--- config.mk ---
export PLATFORM = sky130hd
export DESIGN_NAME = axis_endian_bridge
export DESIGN_NICKNAME = d
export VERILOG_FILES = /design/src/rtl/axis_endian_bridge_pkg.sv /design/src/rtl/axis_skid_buffer.sv /design/src/rtl/axis_endian_bridge.sv
export SDC_FILE = /design/constraint.sdc
export NUM_CORES = 2
export LEC_CHECK = 0
export BUFFER_PORTS_ARGS = -buffer_cell sky130_fd_sc_hd__clkbuf_2
export CAP_MARGIN = 20
export CELL_PAD_IN_SITES_DETAIL_PLACEMENT = 0
export CELL_PAD_IN_SITES_GLOBAL_PLACEMENT = 1
export CORE_ASPECT_RATIO = 0.7
export CORE_MARGIN = 1
export CORE_UTILIZATION = 38
export CTS_CLUSTER_DIAMETER = 80
export DETAILED_ROUTE_END_ITERATION = 7
export PLACE_DENSITY = 0.7
export SLEW_MARGIN = 20
export SYNTH_ARGS = -nofsm -noshare
export SYNTH_HDL_FRONTEND = slang
export SYNTH_SLANG_ARGS = --single-unit
--- constraint.sdc ---
create_clock -name clk -period 50.8 [get_ports clk]
set_input_delay 0 -clock clk [delete_from_list [all_inputs] [get_ports clk]]
set_output_delay 0 -clock clk [all_outputs]
set_load 0.05 [all_outputs]
--- src/rtl/axis_endian_bridge_pkg.sv ---
// axis_endian_bridge_pkg: shared constants, skid-buffer occupancy states and the
// group byte-swap helper used by the endian bridge.
package axis_endian_bridge_pkg;

  // Parameter legality limits for the bridge
  localparam int unsigned DATA_WIDTH_ALIGN = 16;
  localparam int unsigned MIN_SWAP_BYTES   = 2;
  localparam int unsigned MAX_DATA_WIDTH   = 2048;

  // Occupancy of the two-entry skid buffer
  typedef enum logic [1:0] {
    OCC_EMPTY = 2'd0,
    OCC_ONE   = 2'd1,
    OCC_FULL  = 2'd2
  } occ_e;

  function automatic bit is_pow2(input int unsigned value);
    return (value != 0) && ((value & (value - 1)) == 0);
  endfunction

  // True when the data width / swap-group combination is supported
  function automatic bit swap_params_legal(input int unsigned data_width,
                                           input int unsigned swap_bytes);
    bit legal;
    legal = 1'b1;
    if (data_width == 0) legal = 1'b0;
    if (data_width > MAX_DATA_WIDTH) legal = 1'b0;
    if ((data_width % DATA_WIDTH_ALIGN) != 0) legal = 1'b0;
    if (swap_bytes < MIN_SWAP_BYTES) legal = 1'b0;
    if (!is_pow2(swap_bytes)) legal = 1'b0;
    if ((swap_bytes != 0) && (((data_width / 8) % swap_bytes) != 0)) legal = 1'b0;
    return legal;
  endfunction

  // Reverse the order of lanes inside every group of 'group' lanes.
  // lane_bits is 8 for tdata (byte lanes) and 1 for tstrb (one bit per byte).
  function automatic logic [MAX_DATA_WIDTH-1:0] swap_lanes(
    input logic [MAX_DATA_WIDTH-1:0] din,
    input int unsigned               lane_bits,
    input int unsigned               lanes,
    input int unsigned               group
  );
    logic [MAX_DATA_WIDTH-1:0] dout;
    int unsigned lane;
    int unsigned offset;
    int unsigned src_lane;
    dout = '0;
    for (int unsigned b = 0; b < lanes * lane_bits; b++) begin
      lane     = b / lane_bits;
      offset   = b % lane_bits;
      src_lane = (lane / group) * group + (group - 1 - (lane % group));
      dout[b]  = din[src_lane * lane_bits + offset];
    end
    return dout;
  endfunction

endpackage

--- src/rtl/axis_skid_buffer.sv ---
// axis_skid_buffer: two-entry skid buffer with registered valid/ready/data.
// Entry one is the output register, entry two the skid register that catches
// the beat accepted in the cycle the downstream stalls.
module axis_skid_buffer
  import axis_endian_bridge_pkg::*;
#(
  parameter int WIDTH = 8
) (
  input  logic             clk,
  input  logic             reset,
  input  logic [WIDTH-1:0] s_data,
  input  logic             s_valid,
  output logic             s_ready,
  output logic [WIDTH-1:0] m_data,
  output logic             m_valid,
  input  logic             m_ready
);

  occ_e             occ_q;
  occ_e             occ_d;
  logic [WIDTH-1:0] m_data_q;
  logic [WIDTH-1:0] m_data_d;
  logic [WIDTH-1:0] skid_data_q;
  logic [WIDTH-1:0] skid_data_d;
  logic             m_valid_q;
  logic             m_valid_d;
  logic             s_ready_q;
  logic             s_ready_d;
  logic             push;
  logic             pop;

  assign push = s_valid && s_ready_q;
  assign pop  = m_valid_q && m_ready;

  // Next occupancy and entry contents from the push/pop handshakes
  always_comb begin
    occ_d       = occ_q;
    m_data_d    = m_data_q;
    skid_data_d = skid_data_q;
    unique case (occ_q)
      OCC_EMPTY: begin
        if (push) begin
          m_data_d = s_data;
          occ_d    = OCC_ONE;
        end
      end
      OCC_ONE: begin
        if (push && pop) begin
          m_data_d = s_data;
        end else if (push) begin
          skid_data_d = s_data;
          occ_d       = OCC_FULL;
        end else if (pop) begin
          occ_d = OCC_EMPTY;
        end
      end
      OCC_FULL: begin
        if (pop) begin
          m_data_d = skid_data_q;
          occ_d    = OCC_ONE;
        end
      end
      default: begin
        occ_d = OCC_EMPTY;
      end
    endcase
    m_valid_d = (occ_d != OCC_EMPTY);
    s_ready_d = (occ_d != OCC_FULL);
  end

  // State and output registers; ready stays low through reset
  always_ff @(posedge clk or posedge reset) begin
    if (reset) begin
      occ_q       <= OCC_EMPTY;
      m_data_q    <= '0;
      skid_data_q <= '0;
      m_valid_q   <= 1'b0;
      s_ready_q   <= 1'b0;
    end else begin
      occ_q       <= occ_d;
      m_data_q    <= m_data_d;
      skid_data_q <= skid_data_d;
      m_valid_q   <= m_valid_d;
      s_ready_q   <= s_ready_d;
    end
  end

  assign s_ready = s_ready_q;
  assign m_data  = m_data_q;
  assign m_valid = m_valid_q;

endmodule

--- src/rtl/axis_endian_bridge.sv ---
// axis_endian_bridge: AXI-Stream bridge that optionally reverses byte order
// inside C_SWAP_BYTES groups of tdata/tstrb. The swap decision is taken on the
// first beat of each packet and held until that packet's tlast.
// Optional build macro ENDIAN_BRIDGE_STATS_EN adds pkt_count/swapped_pkt_count.
module axis_endian_bridge
  import axis_endian_bridge_pkg::*;
#(
  parameter int C_AXIS_DATA_WIDTH  = 256,
  parameter int C_AXIS_TUSER_WIDTH = 128,
  parameter int C_SWAP_BYTES       = 32
) (
  input  logic                            clk,
  input  logic                            reset,
  input  logic                            swap_mode,
  input  logic [C_AXIS_DATA_WIDTH-1:0]    s_axis_tdata,
  input  logic [C_AXIS_DATA_WIDTH/8-1:0]  s_axis_tstrb,
  input  logic [C_AXIS_TUSER_WIDTH-1:0]   s_axis_tuser,
  input  logic                            s_axis_tlast,
  input  logic                            s_axis_tvalid,
  output logic                            s_axis_tready,
  output logic [C_AXIS_DATA_WIDTH-1:0]    m_axis_tdata,
  output logic [C_AXIS_DATA_WIDTH/8-1:0]  m_axis_tstrb,
  output logic [C_AXIS_TUSER_WIDTH-1:0]   m_axis_tuser,
  output logic                            m_axis_tlast,
  output logic                            m_axis_tvalid,
  input  logic                            m_axis_tready
`ifdef ENDIAN_BRIDGE_STATS_EN
  ,
  output logic [31:0]                     pkt_count,
  output logic [31:0]                     swapped_pkt_count
`endif
);

  localparam int DW = C_AXIS_DATA_WIDTH;
  localparam int SW = C_AXIS_DATA_WIDTH / 8;
  localparam int UW = C_AXIS_TUSER_WIDTH;
  localparam int PW = DW + SW + UW + 1;

  if (!swap_params_legal(C_AXIS_DATA_WIDTH, C_SWAP_BYTES)) begin : g_bad_params
    $error("axis_endian_bridge: unsupported C_AXIS_DATA_WIDTH / C_SWAP_BYTES combination");
  end

  logic          s_beat;
  logic          sop_q;
  logic          sop_d;
  logic          mode_q;
  logic          mode_d;
  logic          beat_mode;
  logic [DW-1:0] tdata_swapped;
  logic [SW-1:0] tstrb_swapped;
  logic [DW-1:0] tdata_in;
  logic [SW-1:0] tstrb_in;
  logic [PW-1:0] s_payload;
  logic [PW-1:0] m_payload;

  assign s_beat    = s_axis_tvalid && s_axis_tready;
  assign beat_mode = sop_q ? swap_mode : mode_q;

  // Track packet boundaries and latch the swap mode on each first beat
  always_comb begin
    sop_d  = sop_q;
    mode_d = mode_q;
    if (s_beat) begin
      mode_d = beat_mode;
      sop_d  = s_axis_tlast;
    end
  end

  // Packet-start flag and latched mode registers
  always_ff @(posedge clk or posedge reset) begin
    if (reset) begin
      sop_q  <= 1'b1;
      mode_q <= 1'b0;
    end else begin
      sop_q  <= sop_d;
      mode_q <= mode_d;
    end
  end

  assign tdata_swapped = DW'(swap_lanes(MAX_DATA_WIDTH'(s_axis_tdata), 8, SW, C_SWAP_BYTES));
  assign tstrb_swapped = SW'(swap_lanes(MAX_DATA_WIDTH'(s_axis_tstrb), 1, SW, C_SWAP_BYTES));
  assign tdata_in      = beat_mode ? tdata_swapped : s_axis_tdata;
  assign tstrb_in      = beat_mode ? tstrb_swapped : s_axis_tstrb;
  assign s_payload     = {s_axis_tlast, s_axis_tuser, tstrb_in, tdata_in};

  axis_skid_buffer #(
    .WIDTH (PW)
  ) u_skid (
    .clk     (clk),
    .reset   (reset),
    .s_data  (s_payload),
    .s_valid (s_axis_tvalid),
    .s_ready (s_axis_tready),
    .m_data  (m_payload),
    .m_valid (m_axis_tvalid),
    .m_ready (m_axis_tready)
  );

  assign m_axis_tdata = m_payload[DW-1:0];
  assign m_axis_tstrb = m_payload[DW+SW-1:DW];
  assign m_axis_tuser = m_payload[DW+SW+UW-1:DW+SW];
  assign m_axis_tlast = m_payload[PW-1];

`ifdef ENDIAN_BRIDGE_STATS_EN
  logic [31:0] pkt_count_q;
  logic [31:0] pkt_count_d;
  logic [31:0] swapped_pkt_count_q;
  logic [31:0] swapped_pkt_count_d;

  // Count packets when their tlast beat is accepted; counters wrap naturally
  always_comb begin
    pkt_count_d         = pkt_count_q;
    swapped_pkt_count_d = swapped_pkt_count_q;
    if (s_beat && s_axis_tlast) begin
      pkt_count_d = pkt_count_q + 32'd1;
      if (beat_mode) begin
        swapped_pkt_count_d = swapped_pkt_count_q + 32'd1;
      end
    end
  end

  // Statistics registers
  always_ff @(posedge clk or posedge reset) begin
    if (reset) begin
      pkt_count_q         <= '0;
      swapped_pkt_count_q <= '0;
    end else begin
      pkt_count_q         <= pkt_count_d;
      swapped_pkt_count_q <= swapped_pkt_count_d;
    end
  end

  assign pkt_count         = pkt_count_q;
  assign swapped_pkt_count = swapped_pkt_count_q;
`endif

endmodule

==> impl_metrics.yaml <==
floorplanning:
  die_h_um: 277.5
  ios: 841
  core_mm2: 0.1069
  rows: 100
  die_x_um: 395.6
  initial_core_util_pct: 38.56
  die_area_mm2: 0.1098
cells_and_area:
  multiInputGateArea_mm2: 0.01863
  layoutNonFillerInstCount: 6863
  drive_above_1_share_pct: 26.85
  fillCellCount: 9880
  layout.nets: 5772
  regArea_mm2: 0.02102
  final_util_pct: 51.49
  syn_to_final_growth_pct: 33.51
placed_design:
  gp_congestion: 0.8188
  port_buffers: 840
  dp_hpwl_um: 80490
  dp.cells: 6116
clocking:
  cts_tree: "built"
  path_clk_slew_ns: 0.06
  worstSkewPairLatency_ns: 0.68
  cts_buffers: 92
  cts.sinks: 840
  post_cts_buffers: 0
  clockBufferDepth: 3
  cts.htree.levels: 3
  cts_root_buf: "clkbuf_16"
sta:
  rsz0062_at_grt: "false"
  fin_crit_sh_pct: 8.620
  maxSlewViolCount: 0
  hold_slack_ns: -0.0006449
  relSlewSlack_pct: 19.29
  post-route-min-period_ns: 4.379
  skew_ns: 0.03751
  setup_tns_ns: 0
  fmax_mhz: 228.4
  hold_viol: 1
  setup_violations: 0
  worstMarginPinSlew_ns: 1.211
critical_path:
  crit_buf_inv: 4
  cpPeakStageDelay_ns: 0.91
  path_cells: "mux2i_4, buf_4, buf_4, buf_4, mux2i_1, dlygate4sd3_1, o21ai_0"
  cp_data_arrival_time_ns: 4.91
  crit_required_ns: 51.33
  worst_path_most_repeated_cell: "buf_4"
  crit_slowest_cell: "buf_4"
  crit_path_max_fanout: 79
  crit_type: "reg -> reg"
  end_kind: "flop"
  critPathTopFamily: "buffers and inverters"
  start_kind: "flop"
routing:
  vias: 35150
  avgRoutedWirePerCell_um: 18.93
  drt_pre_antenna_iters: 5
  drt_wl_total_um: 129900
  viasPerCell: 5.122
  drt_iter0_drc: 2086
  drc: 0
  final_antenna_net_count: 0
grt:
  grt_max_degree: 256
  grt_pass1_vias: 34700
  track_usage_pct: 23.19
  grt_overflow: 0
  grt_pass1_wl_um: 204600
  antenna_found_initial: 18
logic_synthesis:
  yosysWarnings: 0
  synth_edf_count: 0
  synth.top_cell.area_share_pct: 50.95
  ys_seq_area_share_pct: 51.01
  netlist_area_mm2: 0.04121
  synth_async_sr_flop_share_pct: 100.0
  synthFlopType: "dfrtp_1"
  ys_ff_latch: 840
  synth.net_count: 4579
  ys_top_cells_by_area: "dfrtp_1 51%, mux2_2 11%, nand3_1 11%"
  yosysTopAreaCell: "dfrtp_1"
  synth_cell_types: 24
  postSynthAreaPerCell_um2: 9.913
  syn-instance-count: 4157
job:
  timing.max_cap.violations: 0
min_path:
  hp-class: "in -> async"
power:
  p_sw_w: 0.001773
  leakagePower_nw: 26.73
  finalPower_w: 0.003854
  pwr-share-clk_pct: 18.5
  combPwrFrac_pct: 50.8
  power.density_mw_per_mm2: 70.05
  seq_power_share_pct: 30.7
  intPower_w: 0.002081
  switching_share_pct: 46.01
  peakVddDrop_v: 0.00005114
run_status:
  run_status: "finished with violations"
  violations: "hold timing"
-- registers in the layout (all words and copies together) (netlist names) --
register            cells
u_skid.s_ready          1
sop_q                   1
u_skid.skid_data_q    417
u_skid.m_data         417
u_skid.occ_q            2
mode_q                  1
u_skid.m_valid          1
-- area by class of cell --
cell class | instances | area share, %
Clock buffer | 133 | 4.994
Timing Repair Buffer | 1444 | 18.71
Inverter | 2 | 0.02729
Tap cell | 1428 | 3.248
Sequential cell | 840 | 38.21
Antenna cell | 13 | 0.05913
Clock inverter | 33 | 0.8847
Multi-Input combinational cell | 2970 | 33.86
-- per-layer routing --
layer,GRT usage (%),vias up,routed length [um]
li1,-,16760,-
met1,30.76,17350,56500
met2,37.71,802,62400
met3,4.770,232,6651
met4,7.682,12,4304
met5,0,-,72
-- worst reg2reg max path, delay by kind of cell, from the launching register on --
kind	cells	cell delay, ns
compound gates	1	0.06
mux	2	0.56
buf+inv	4	3.01
flops	1	0.60
-- metrics by stage --
stage / setup WS, ns / instance area [um^2]
floorplan: 27.20 / 41210
finish: 46.42 / 55010
CTS: 46.45 / 54950
detailed placement: 46.96 / 46040
global placement: 47.00 / 46040
global route: 46.12 / 55010
-- final timing paths --
| path | start | endpoint | slack, ns | cells past startpoint |
|---|---|---|---|---|
| worst max register to register | sop_q$_DFFE_PP1P_ | u_skid.skid_data_q[46]$_DFFE_PP0P_ | 46.42 | 7 |
| worst min-delay path | reset | u_skid.m_data[133]$_DFFE_PP0P_ | -0.0006 | 3 |
| min in group clk | s_axis_tuser[48] | u_skid.skid_data_q[336]$_DFFE_PP0P_ | 0.10 | 3 |
| worst min register to register | u_skid.skid_data_q[274]$_DFFE_PP0P_ | u_skid.skid_data_q[274]$_DFFE_PP0P_ | 0.48 | 2 |
| worst max-delay path | sop_q$_DFFE_PP1P_ | u_skid.skid_data_q[46]$_DFFE_PP0P_ | 46.42 | 7 |
| max in group asynchronous | reset | u_skid.m_data[411]$_DFFE_PP0P_ | 47.85 | 6 |
-- cell families (layout without fill, tap and decap cells) --
| logic type | after synthesis | count (layout) | synth area share (%) |
|---|---|---|---|
| flip-flops | 840 | 840 | 51.01 |
| multiplexers | 838 | 838 | 22.02 |
| AND/OR/NAND/NOR | 1837 | 1837 | 19.40 |
| AO/OA/AOI/OAI | 295 | 295 | 3.632 |
| buffers and inverters | 347 | 1612 | 3.929 |
| other | 0 | 13 | 0 |
-- cell usage after synthesis, types with 2 or more instances --
master and count:
mux2_1 130, mux2i_1 289, nand3_1 867, buf_2 139
clkbuf_1 157, buf_4 28, nand2_1 965, o21ai_0 290
buf_1 16, inv_1 2, dfrtp_1 839, buf_6 5
mux2_2 419
-- cell usage in the layout, fill, tap and decap left out, types with 2 or more instances in the layout --
cell type	n
mux2_2	418
bufinv_16	8
clkbuf_16	93
mux2i_1	288
clkbuf_8	27
clkbuf_1	13
clkinvlp_4	2
clkinv_2	15
mux2_1	130
diode_2	13
clkinv_16	3
dlygate4sd3_1	567
o21ai_0	290
dfrtp_1	839
clkbuf_2	840
nand2_1	965
inv_6	2
inv_16	2
buf_12	9
nand3_1	866
buf_4	26
-- power by group through the flow --
stage	clock (W)	combinational (W)	sequential, W
floorplan	0	0.000873	0.00175
global placement	0	0.00187	0.00118
detailed placement	0	0.00190	0.00119
CTS	0.000733	0.00197	0.00118
global route	0.000757	0.00210	0.00122
finish	0.000713	0.00196	0.00118
-- what timing repair did --
action / CTS / global route
endpoints found under the setup margin: 0 / 0
hold endpoints to repair: 955 / 0
resized for setup: 0 / 0
hold buffers: 567 / 0
Note: power is estimated with default switching activity, not from simulation.
